File: src/rtl/uart_pkg.sv
// ----------------------------------------------------------------------------
// uart_pkg
// Shared definitions for the UART transmit path.
//   - state_e      : frame state machine encoding
//   - PAR_EVEN/ODD : parity type selector values
//   - *_LVL        : serial line levels for idle, start and stop bits
// ----------------------------------------------------------------------------
package uart_pkg;

  typedef enum logic [2:0] {
    IDLE   = 3'd0,
    START  = 3'd1,
    DATA   = 3'd2,
    PARITY = 3'd3,
    STOP   = 3'd4
  } state_e;

  localparam logic PAR_EVEN  = 1'b0;
  localparam logic PAR_ODD   = 1'b1;

  localparam logic IDLE_LVL  = 1'b1;
  localparam logic START_LVL = 1'b0;
  localparam logic STOP_LVL  = 1'b1;

endpackage : uart_pkg

File: src/rtl/uart_tx_serializer.sv
// ----------------------------------------------------------------------------
// uart_tx_serializer
// Holds the latched data byte and the data-bit counter for one frame.
// Ports:
//   clk_i      : TX bit clock
//   rst_i      : asynchronous active-high reset
//   load_i     : latch data_i and restart the counter (frame accepted)
//   data_i     : parallel data to latch
//   cnt_clr_i  : clear the bit counter
//   cnt_inc_i  : advance the bit counter by one
//   nxt_bit_o  : data bit addressed by the counter's next value, so the
//                caller can register it and have it on the line next cycle
//   done_o     : counter currently addresses the last data bit
// ----------------------------------------------------------------------------
module uart_tx_serializer
  import uart_pkg::*;
#(
  parameter int DATA_WIDTH = 8
) (
  input  logic                  clk_i,
  input  logic                  rst_i,
  input  logic                  load_i,
  input  logic [DATA_WIDTH-1:0] data_i,
  input  logic                  cnt_clr_i,
  input  logic                  cnt_inc_i,
  output logic                  nxt_bit_o,
  output logic                  done_o
);

  localparam int CNT_W = (DATA_WIDTH > 1) ? $clog2(DATA_WIDTH) : 1;

  logic [DATA_WIDTH-1:0] shadow_q, shadow_d;
  logic [CNT_W-1:0]      cnt_q, cnt_d;

  // Next-state logic for the shadow register and bit counter.
  always_comb begin
    shadow_d = shadow_q;
    cnt_d    = cnt_q;
    if (load_i) begin
      shadow_d = data_i;
      cnt_d    = '0;
    end else if (cnt_clr_i) begin
      cnt_d    = '0;
    end else if (cnt_inc_i) begin
      cnt_d    = cnt_q + CNT_W'(1);
    end else begin
      cnt_d    = cnt_q;
    end
  end

  // Shadow register and bit counter storage.
  always_ff @(posedge clk_i or posedge rst_i) begin
    if (rst_i) begin
      shadow_q <= '0;
      cnt_q    <= '0;
    end else begin
      shadow_q <= shadow_d;
      cnt_q    <= cnt_d;
    end
  end

  // The caller only increments while done_o is low, so cnt_d stays in range.
  assign nxt_bit_o = shadow_q[cnt_d];
  assign done_o    = (cnt_q == CNT_W'(DATA_WIDTH - 1));

endmodule : uart_tx_serializer

File: src/rtl/uart_tx_frame.sv
// ----------------------------------------------------------------------------
// uart_tx_frame
// UART transmitter: one frame bit per CLK cycle.
// Frame: start (0), DATA_WIDTH data bits LSB first, optional parity, stop (1).
// Ports:
//   CLK        : TX bit clock, rising edge
//   RST        : asynchronous active-high reset (aborts any frame)
//   P_DATA     : parallel data to send
//   DATA_VALID : request strobe, accepted only in IDLE or STOP
//   PAR_EN     : 1 = insert parity bit
//   PAR_TYP    : 0 = even, 1 = odd parity
//   TX_OUT     : registered serial line, idles high
//   BUSY       : registered, high while a frame bit is on TX_OUT
// ----------------------------------------------------------------------------
module uart_tx_frame
  import uart_pkg::*;
#(
  parameter int DATA_WIDTH = 8
) (
  input  logic                  CLK,
  input  logic                  RST,
  input  logic [DATA_WIDTH-1:0] P_DATA,
  input  logic                  DATA_VALID,
  input  logic                  PAR_EN,
  input  logic                  PAR_TYP,
  output logic                  TX_OUT,
  output logic                  BUSY
);

  state_e state_q, state_d;
  logic   tx_q, tx_d;
  logic   busy_q, busy_d;
  logic   par_en_q, par_en_d;
  logic   parity_q, parity_d;

  logic   accept_s;
  logic   cnt_clr_s;
  logic   cnt_inc_s;
  logic   nxt_bit_s;
  logic   done_s;

  // Parity bit for a data word: even parity makes the total count of ones even.
  function automatic logic calc_parity(input logic [DATA_WIDTH-1:0] d,
                                       input logic                  typ);
    return (^d) ^ (typ == PAR_ODD);
  endfunction

  assign accept_s = DATA_VALID && ((state_q == IDLE) || (state_q == STOP));

  uart_tx_serializer #(
    .DATA_WIDTH (DATA_WIDTH)
  ) u_ser (
    .clk_i     (CLK),
    .rst_i     (RST),
    .load_i    (accept_s),
    .data_i    (P_DATA),
    .cnt_clr_i (cnt_clr_s),
    .cnt_inc_i (cnt_inc_s),
    .nxt_bit_o (nxt_bit_s),
    .done_o    (done_s)
  );

  // Frame sequencing and latching of the per-frame parity settings.
  always_comb begin
    state_d   = state_q;
    cnt_clr_s = 1'b0;
    cnt_inc_s = 1'b0;
    par_en_d  = par_en_q;
    parity_d  = parity_q;

    if (accept_s) begin
      par_en_d = PAR_EN;
      parity_d = calc_parity(P_DATA, PAR_TYP);
    end else begin
      par_en_d = par_en_q;
      parity_d = parity_q;
    end

    case (state_q)
      IDLE: begin
        if (accept_s) begin
          state_d = START;
        end else begin
          state_d = IDLE;
        end
      end
      START: begin
        state_d   = DATA;
        cnt_clr_s = 1'b1;
      end
      DATA: begin
        if (done_s) begin
          state_d = par_en_q ? PARITY : STOP;
        end else begin
          state_d   = DATA;
          cnt_inc_s = 1'b1;
        end
      end
      PARITY: begin
        state_d = STOP;
      end
      STOP: begin
        // Back-to-back frames go straight to START with no idle gap.
        if (accept_s) begin
          state_d = START;
        end else begin
          state_d = IDLE;
        end
      end
      default: begin
        state_d = IDLE;
      end
    endcase
  end

  // Line level for the state about to be entered, so TX_OUT is glitch-free.
  always_comb begin
    tx_d   = IDLE_LVL;
    busy_d = (state_d != IDLE);
    case (state_d)
      IDLE:    tx_d = IDLE_LVL;
      START:   tx_d = START_LVL;
      DATA:    tx_d = nxt_bit_s;
      PARITY:  tx_d = parity_q;
      STOP:    tx_d = STOP_LVL;
      default: tx_d = IDLE_LVL;
    endcase
  end

  // State, output and parity-setting registers.
  always_ff @(posedge CLK or posedge RST) begin
    if (RST) begin
      state_q  <= IDLE;
      tx_q     <= IDLE_LVL;
      busy_q   <= 1'b0;
      par_en_q <= 1'b0;
      parity_q <= 1'b0;
    end else begin
      state_q  <= state_d;
      tx_q     <= tx_d;
      busy_q   <= busy_d;
      par_en_q <= par_en_d;
      parity_q <= parity_d;
    end
  end

  assign TX_OUT = tx_q;
  assign BUSY   = busy_q;

endmodule : uart_tx_frame
File: config.mk
export PLATFORM = sky130hd
export DESIGN_NAME = uart_tx_frame
export DESIGN_NICKNAME = d
export VERILOG_FILES = /design/src/rtl/uart_pkg.sv /design/src/rtl/uart_tx_serializer.sv /design/src/rtl/uart_tx_frame.sv
export SDC_FILE = /design/constraint.sdc
export NUM_CORES = 1
export LEC_CHECK = 0
export ABC_CLOCK_PERIOD_IN_PS = 3350
export BUFFER_PORTS_ARGS = -buffer_cell sky130_fd_sc_hd__buf_2
export CORE_MARGIN = 1
export CORE_UTILIZATION = 54
export CTS_CLUSTER_DIAMETER = 50
export DETAILED_ROUTE_END_ITERATION = 10
export PLACE_DENSITY = 0.81
export SKIP_CTS_REPAIR_TIMING = 1
export SLEW_MARGIN = 20
export SYNTH_ARGS = -nofsm -noshare
export SYNTH_HDL_FRONTEND = slang
export SYNTH_SLANG_ARGS = --single-unit
File: constraint.sdc
create_clock -name CLK -period 3.35 [get_ports CLK]
set_clock_uncertainty 0.15 [all_clocks]
set_input_delay 0.1675 -clock CLK [delete_from_list [all_inputs] [get_ports CLK]]
set_output_delay 0.1675 -clock CLK [all_outputs]
set_load 0.03 [all_outputs]
==> metrics.txt, run 1 <==
placed cell area 0.00109 mm^2; Worst EP required roughly 3.4 ns; clk sinks 18; post-route cell area 0.00122 mm^2; deepest clock path buffer count 2; post-route antenna net violation count 0; effective utilization at floorplan 0.576; Final period util 0.769; DRC viols 0; P&R area growth vs syn 21.1%; Avg Inst Size Synth 10.3 um^2; worst min-delay path category primary input to register; post-synth top area share 0.423; yosys warns 0; IO Port Bufs 14; initial antenna violation count 0; Setup TNS 0 ns; count leader, synth dfrtp_1; Setup CP Type register to register; Final Hold Fails 1; Fillers between 100 and 150; # setup viols final 0; worst hold path cell count 3; vias in the first global route 708; Pleak 0.560 nW; full die area between 0.002 and 0.0025 mm^2; critical-path maximum fanout 8; worst hold start P_DATA[2]; Routed WL 1900 um; Worst R2R Path Depth 8; share of total power in the clock network 0.132; internal power 0.634 mW; CP Capture Type register; pwr dens about 870 mW/mm^2; Detailed Place HPWL 1320 um; Net Switching 0.420 mW; Diodes inserted 0; first-pass GRT wire length 3060 um; Final nets about 140; Clk Latency, worst-skew pair 0.30 ns; Top FF cell, synth dfrtp_1; CTS tree built; part of the power in registers 0.391; WL/cell 12.8 um; Post-synth EDFFs 0; Sw Share 0.398; status finished, violations left; Vias 778; Yosys top cell by area dfrtp_1; FF+latch count, synth 18; Design Power 1.05 mW; Seq/Total Area, Yosys 0.449; Hold EP u_ser.shadow_q[2]; Via density between 5 and 6; WP data arrival 2.67 ns; die extent in y 45.2 um; synth top area cells dfrtp_1 (42%), mux2_2 (7.8%), xnor2_1 (6.1%); layout cells sized above 1 0.268; Peak VDD IR 419 uV; max-cap violations 0; clock-pin slew on the worst setup and hold paths 0.11 ns; post-route minimum period 2.57 ns; setup slack, reg-to-reg between 0.7 and 0.8 ns; RSZ-0062 raised after global routing no; # IOs 15; row count 15; Startpoint Class register; 1st-iter DRT viols 20; Yosys cell types 33; R2R Path Start u_ser.cnt_q[0]; cell area after synthesis between 0.001 and 0.0015 mm^2; synthesized net count 113; ys async rst share 1.00; violated checks hold timing; largest net degree at the start of global routing 19; Core ar. 0.00175 mm^2; GPL Wtd Cong 0.840; H-tree depth 1; max_slew headroom 0.538; Post-synth top cells dfrtp_1 (17), nand2_1 (10), inv_1 (8), nor2_1 (8); r2r endpoint TX_OUT; combinational share of power 0.476; gr ovfl total 0; Die X 45.2 um; total track usage 0.212; number of buffers created by CTS 3; Root Buffer clkbuf_4; worst slew pin tran 0.693 ns; Syn Inst Count 98; Max Slew Vio Count 0; Hold Slack -0.0293 ns; FMAX 388 MHz; Pre-antenna DRT Iters 4
## kinds of logic (layout without fill, tap and decap cells)
kind of cell    Yosys count  count (layout)  share of synthesized area
buf+inv                  11              36                     0.0522
compound gates           22              22                      0.144
fa+ha+maj                 2               2                     0.0249
flops                    18              18                      0.449
xor+xnor                  9               9                     0.0784
simple gates             26              26                      0.143
mux                      10              10                      0.108
## critical path: stages, from the launching register on
cell      delay [ns]
dfrtp_1         0.47
ha_1            0.23
ha_1            0.26
nor4b_4         0.51
or2b_1          0.18
o21ai_2         0.08
nand3b_1        0.16
a21o_1          0.18
a221o_1         0.30
## registers in the layout (all words and copies together), names as in the netlist
signal and flops:
BUSY 1, TX_OUT 1, par_en_q 1, parity_q 1
state_q 3, u_ser.cnt_q 3, u_ser.shadow_q 8
## area by class of cell
class | count | area (um^2) | share of cell area
multi-input combinational | 69 | 502 | 0.412
timing repair buffer | 24 | 168 | 0.138
clock buffer | 4 | 36.3 | 0.0298
tap | 25 | 31.3 | 0.0257
inverter | 8 | 30.0 | 0.0246
sequential | 18 | 452 | 0.371
## cell usage in the layout (no fill, tap or decap), drive strengths merged, types with 3 or more instances in the layout
master and instances:
a21oi 4, buf 15, clkbuf 4, dfrtp 17, dlygate4sd3 9, inv 8
mux2 7, mux2i 3, nand2 10, nor2 8, o21ai 8, xnor2 7
## power by group through the flow
| stage | Combinational [mW] | Clock [mW] | Sequential, mW |
|---|---|---|---|
| 6_report | 0.502 | 0.139 | 0.413 |
| 5_1_grt | 0.564 | 0.148 | 0.425 |
| 4_1_cts | 0.497 | 0.139 | 0.411 |
| 3_5_place_dp | 0.491 | 0 | 0.416 |
| 3_3_place_gp | 0.479 | 0 | 0.408 |
| 2_1_floorplan | 0.413 | 0 | 0.396 |
## per-layer routing
layer / wire length [um] / up-vias / share of wire / track usage
li1: - / 387 / - / -
met1: 860 / 369 / 0.45 / 0.275
met2: 952 / 17 / 0.50 / 0.348
met3: 52 / 5 / 0.027 / 0.0240
met4: 35 / 0 / 0.018 / 0.109
met5: 0 / - / 0 / 0
## metrics by stage
| stage | worst slack, ns | hold slack [ns] | instances | utilization |
|---|---|---|---|---|
| floorplan | 0.985 | -0.0447 | 98 | - |
| finish | 0.775 | -0.0293 | 148 | 0.698 |
| global placement | 0.891 | 0.140 | 135 | 0.626 |
| CTS | 0.777 | -0.171 | 139 | 0.647 |
| detailed placement | 0.815 | 0.159 | 135 | 0.626 |
| global route | 0.594 | 0.00382 | 148 | 0.698 |
## how the worst max path moves through the flow
stage | from | cells after the start | to | slack [ns]
2_1_floorplan | u_ser.cnt_q[0] | 8 | TX_OUT | 0.98
3_3_place_gp | u_ser.cnt_q[0] | 8 | TX_OUT | 0.89
3_5_place_dp | u_ser.cnt_q[0] | 8 | TX_OUT | 0.81
4_1_cts | u_ser.cnt_q[0] | 8 | TX_OUT | 0.78
5_1_grt | u_ser.cnt_q[0] | 8 | TX_OUT | 0.59
6_report | u_ser.cnt_q[0] | 8 | TX_OUT | 0.78
Note: power is estimated with default switching activity, not from simulation.
==> run 2, diff against run 1 <==
--- a/config.mk
+++ b/config.mk
@@ -5,7 +5,7 @@
 export SDC_FILE = /design/constraint.sdc
 export NUM_CORES = 1
 export LEC_CHECK = 0
-export ABC_CLOCK_PERIOD_IN_PS = 3350
+export ABC_CLOCK_PERIOD_IN_PS = 2600
 export BUFFER_PORTS_ARGS = -buffer_cell sky130_fd_sc_hd__buf_2
 export CORE_MARGIN = 1
 export CORE_UTILIZATION = 54
==> constraint.sdc (replaced) <==
create_clock -name CLK -period 2.6 [get_ports CLK]
set_clock_uncertainty 0.15 [all_clocks]
set_input_delay 0.13 -clock CLK [delete_from_list [all_inputs] [get_ports CLK]]
set_output_delay 0.13 -clock CLK [all_outputs]
set_load 0.03 [all_outputs]
==> run 2 against run 1 <==
  * The run now ends clean
  * Count of clock-buffer cells in the layout stayed put
  * Clock power is 4% higher
  * Hold slack better by 0.089 ns
  * Fmax is 4.9% higher
  * Via count is 2.3% higher
  * Sequential share of layout area is 0.23 points lower
  * Setup slack worse by 0.63 ns
  * Wire length is 8.0% lower
  * Critical path depth stayed put
  * Cell count is 1.4% higher
  * Largest power group unchanged
  * Sequential power is 25% higher
  * Highest routed layer unchanged
  * Combinational power is 31% higher
==> metrics.txt, run 2 (same netlist as run 1, synthesis figures left out) <==
status finished clean (was finished, violations left); # setup viols final 0 (unchanged); # IOs 15 (unchanged); most frequent cells in the layout dfrtp_1 (17), buf_2 (14), nand2_1 (10), dlygate4sd3_1 (10) (was dfrtp_1 (17), buf_2 (14), nand2_1 (10), dlygate4sd3_1 (9)); P&R area growth vs syn 21.9% (was 21.1%); clock-pin slew on the worst setup and hold paths 0.09 ns (was 0.11 ns); Diodes inserted 0 (unchanged); CTS tree built (unchanged); Via density 5.31 (was 5.26); Worst EP required 2.68 ns (was 3.44 ns); WP data arrival 2.53 ns (was 2.67 ns); Final period util 0.944 (was 0.769); IO Port Bufs 14 (unchanged); vias in the first global route 679 (was 708); row count 15 (unchanged); critical-path maximum fanout 8 (unchanged); Die X 45.2 um (unchanged); post-route antenna net violation count 0 (unchanged); Final nets 141 (was 139); layout cells sized above 1 0.264 (was 0.268); DRC viols 0 (unchanged); full die area 0.00204 mm^2 (unchanged); die extent in y 45.2 um (unchanged); Max Slew Vio Count 0 (unchanged); gr ovfl total 0 (unchanged); Fillers 125 (was 145); total track usage 0.189 (was 0.212); Startpoint Class register (unchanged); Core ar. 0.00175 mm^2 (unchanged); max-cap violations 0 (unchanged); worst min-delay path category primary input to register (unchanged); Pleak 0.563 nW (was 0.560 nW); Peak VDD IR 681 uV (was 419 uV); Final Hold Fails 0 (was 1); FMAX 408 MHz (was 388 MHz); Pre-antenna DRT Iters 4 (unchanged); WL/cell 11.7 um (was 12.8 um); effective utilization at floorplan 0.576 (unchanged); Vias 796 (was 778); CP Capture Type register (unchanged); Clk Latency, worst-skew pair 0.30 ns (about the same); Slowest-stage cell, CP nor4b_4 (unchanged); RSZ-0062 raised after global routing no (unchanged); number of flip-flops in the largest register 8 (unchanged); Detailed Place HPWL 1250 um (was 1320 um); pwr dens 1080 mW/mm^2 (was 865 mW/mm^2); CP cell instances ha_1 -> ha_1 -> nor4b_4 -> or2b_1 -> o21ai_2 -> nand3b_1 -> a21o_1 -> a221o_1 (unchanged); Design Power 1.32 mW (was 1.05 mW); top flop regs u_ser.shadow_q (8), state_q (3), u_ser.cnt_q (3) (unchanged); clk sinks 18 (unchanged); Setup TNS 0 ns (unchanged); Root Buffer clkbuf_4 (unchanged); most flop-heavy register u_ser.shadow_q (unchanged); largest net degree at the start of global routing 19 (unchanged); most common cell after layout, fill and taps aside dfrtp_1 (unchanged); initial antenna violation count 0 (unchanged); 1st-iter DRT viols 19 (was 20); most used cell, CP ha_1 (unchanged); first-pass GRT wire length 2740 um (was 3060 um); max_slew headroom 0.549 (was 0.538); CP max stage delay 0.49 ns (was 0.51 ns); number of buffers created by CTS 3 (unchanged); worst slew pin tran 0.675 ns (was 0.693 ns); GPL Wtd Cong 0.833 (was 0.840); Routed WL 1750 um (was 1900 um); H-tree depth 1 (unchanged); post-route minimum period 2.45 ns (was 2.57 ns); Setup CP Type register to register (unchanged); deepest clock path buffer count 2 (unchanged)
## run 2: critical path, delay by kind of cell (launching register included)
family / cells / cell delay, ns
AO/OA/AOI/OAI: 3 / 0.58
AND/OR/NAND/NOR: 3 / 0.83
adder cells (fa/ha/maj): 2 / 0.45
flip-flops: 1 / 0.39
## run 2: worst paths after layout
kind / from / cells after the start / slack, ns / end
worst max-delay path: u_ser.cnt_q[0] / 8 / 0.15 / TX_OUT
max in group asynchronous: RST / 3 / 1.55 / u_ser.shadow_q[7]
worst max register to register: u_ser.cnt_q[0] / 8 / 0.15 / TX_OUT
worst min register to register: u_ser.shadow_q[7] / 1 / 0.37 / u_ser.shadow_q[7]
worst min-delay path: DATA_VALID / 3 / 0.06 / state_q[0]
min in group asynchronous: RST / 3 / 0.31 / par_en_q
## run 2: layout make-up
type	count	area [um^2]	area share
sequential	18	452	0.368
tap	25	31.3	0.0255
inverter	8	30.0	0.0245
multi-input combinational	69	502	0.409
timing repair buffer	26	185	0.151
clock buffer	4	26.3	0.0214
## run 2: per-stage QoR
step,worst slack (ns),cell area (um^2),hold WS [ns],utilization,instances
6_report,0.147,1230,0.0600,0.703,150
5_1_grt,0.0411,1230,0.0838,0.703,150
4_1_cts,0.136,1130,-0.211,0.645,140
3_5_place_dp,0.135,1100,0.113,0.630,136
3_3_place_gp,0.216,1100,0.108,0.630,136
2_1_floorplan,0.235,1010,-0.0822,-,98
## run 2: report_power, final
part | internal, mW | switching [mW] | leakage (nW) | total (mW)
Clock | 0.0598 | 0.0846 | 0.0150 | 0.144
Combinational | 0.324 | 0.335 | 0.329 | 0.659
Sequential | 0.417 | 0.0993 | 0.219 | 0.517
## run 2: layer usage
layer / vias up / part of all wire / GRT usage
li1: 393 / - / -
met5: - / 0 / 0
met1: 376 / 0.43 / 0.240
met3: 5 / 0.031 / 0.0240
met2: 22 / 0.52 / 0.307
met4: 0 / 0.021 / 0.109
==> run 3, diff against run 2 <==
==> constraint.sdc (replaced) <==
create_clock -name CLK -period 2.6 [get_ports CLK]
set_clock_uncertainty 0.15 [all_clocks]
set_input_delay 0.39 -clock CLK [delete_from_list [all_inputs] [get_ports CLK]]
set_output_delay 0.39 -clock CLK [all_outputs]
set_load 0.03 [all_outputs]
==> run 3 against run 2 <==
  * Count of clock-buffer cells in the layout stayed put
  * Critical endpoint unchanged
  * Die area unchanged
  * Cell area down 8.2%
  * Critical path depth unchanged
  * Global-route usage unchanged
  * Highest routed layer unchanged
  * Sequential power is essentially flat
  * Largest power group unchanged
  * Core utilization down 5.7 points
==> metrics.txt, run 3 (same netlist as run 1, synthesis figures left out) <==
post-route antenna net violation count 0 (unchanged); critical-path maximum fanout 8 (unchanged); layout cells sized above 1 0.287 (was 0.264); Max Slew Vio Count 0 (unchanged); Startpoint Class register (unchanged); Fillers 142 (was 125); clock-pin slew on the worst setup and hold paths 0.10 ns (was 0.09 ns); IO Port Bufs 14 (unchanged); P&R area growth vs syn 11.9% (was 21.9%); max-cap violations 0 (unchanged); clk sinks 18 (unchanged); pwr dens 1160 mW/mm^2 (was 1080 mW/mm^2); post-route minimum period 2.46 ns (was 2.45 ns); # setup viols final 0 (unchanged); Root Buffer clkbuf_4 (unchanged); vias in the first global route 679 (unchanged); Setup CP Type register to register (unchanged); Via density 5.34 (was 5.31); # IOs 15 (unchanged); DRC viols 0 (unchanged); area occupied by multi-input gates 502 um^2 (unchanged); Diodes inserted 0 (unchanged); full die area 0.00204 mm^2 (unchanged); CP Capture Type register (unchanged); top flop regs u_ser.shadow_q (8), state_q (3), u_ser.cnt_q (3) (unchanged); Worst EP required 2.67 ns (was 2.68 ns); WL/cell 11.3 um (was 11.7 um); Final Hold Fails 0 (unchanged); Pleak 0.521 nW (was 0.563 nW); die extent in y 45.2 um (unchanged); initial antenna violation count 0 (unchanged); most common cell after layout, fill and taps aside dfrtp_1 (unchanged); Clk Latency, worst-skew pair 0.29 ns (was 0.30 ns); number of flip-flops in the largest register 8 (unchanged); Pre-antenna DRT Iters 4 (unchanged); CTS tree built (unchanged); Detailed Place HPWL 1250 um (unchanged); Routed WL 1580 um (was 1750 um); Final nets 131 (was 141); Peak VDD IR 661 uV (was 681 uV); status finished clean (unchanged); row count 15 (unchanged); total track usage 0.189 (unchanged); H-tree depth 1 (unchanged); number of buffers created by CTS 3 (unchanged); worst min-delay path category primary input to async pin (was primary input to register); PnR worst setup slack 0.143 ns (was 0.147 ns); most frequent cells in the layout dfrtp_1 (17), buf_2 (14), nand2_1 (10), inv_1 (8), nor2_1 (8) (was dfrtp_1 (17), buf_2 (14), nand2_1 (10), dlygate4sd3_1 (10)); Vias 747 (was 796); Final period util 0.945 (was 0.944); WP data arrival 2.53 ns (about the same); worst slew pin tran 0.678 ns (was 0.675 ns); largest net degree at the start of global routing 19 (unchanged); GPL Wtd Cong 0.833 (unchanged); most flop-heavy register u_ser.shadow_q (unchanged); area occupied by registers 452 um^2 (unchanged); Die X 45.2 um (unchanged); first-pass GRT wire length 2740 um (unchanged); RSZ-0062 raised after global routing no (unchanged); 1st-iter DRT viols 14 (was 19); gr ovfl total 0 (unchanged); FMAX 407 MHz (was 408 MHz); deepest clock path buffer count 2 (unchanged); Core ar. 0.00175 mm^2 (unchanged); effective utilization at floorplan 0.576 (unchanged); Setup TNS 0 ns (unchanged); DP Worst Slack 0.135 ns (unchanged); max_slew headroom 0.547 (was 0.549)
## run 3: layout make-up
cell class | instances | share of cell area
multi-input cells | 69 | 0.446
flip-flops and latches | 18 | 0.401
repair buffers | 16 | 0.0756
well taps | 25 | 0.0278
inverters | 8 | 0.0267
clock buffers | 4 | 0.0233
## run 3: routing by layer
metal  global-route usage  routed length, um  vias up  part of all wire
met5                    0                  0        -                 0
met4                0.109                 36        0             0.023
met3               0.0240                 51        5             0.032
met2                0.307                756       16              0.48
met1                0.240                730      354              0.46
li1                     -                  -      372                 -
## run 3: metrics by stage
stage / hold WS, ns / power, mW / util / instances / instance area, um^2
final: 0.0289 / 1.30 / 0.645 / 140 / 1130
after detailed placement: 0.350 / 1.17 / 0.630 / 136 / 1100
after CTS: 0.0488 / 1.32 / 0.645 / 140 / 1130
after global routing: 0.0833 / 1.41 / 0.645 / 140 / 1130
after floorplan: 0.178 / 1.04 / - / 98 / 1010
after global placement: 0.341 / 1.15 / 0.630 / 136 / 1100
## run 3: final timing paths
check / from / to / slack [ns] / cells past startpoint
worst max register to register: u_ser.cnt_q[0] / TX_OUT / 0.14 / 8
worst max-delay path: u_ser.cnt_q[0] / TX_OUT / 0.14 / 8
min in group CLK: PAR_EN / par_en_q / 0.16 / 3
worst min register to register: u_ser.shadow_q[7] / u_ser.shadow_q[7] / 0.37 / 1
max in group asynchronous: RST / u_ser.shadow_q[7] / 1.84 / 2
worst min-delay path: RST / par_en_q / 0.03 / 2
## run 3: critical path, stage by stage (launching register included)
cell	delay, ns
dfrtp_1	0.39
ha_1	0.20
ha_1	0.25
nor4b_4	0.49
or2b_1	0.17
o21ai_2	0.08
nand3b_1	0.17
a21o_1	0.19
a221o_1	0.31
## run 3: power breakdown
group	switching [mW]	internal [mW]	leakage, nW
logic	0.333	0.314	0.287
registers	0.0985	0.418	0.219
clock network	0.0815	0.0597	0.0150
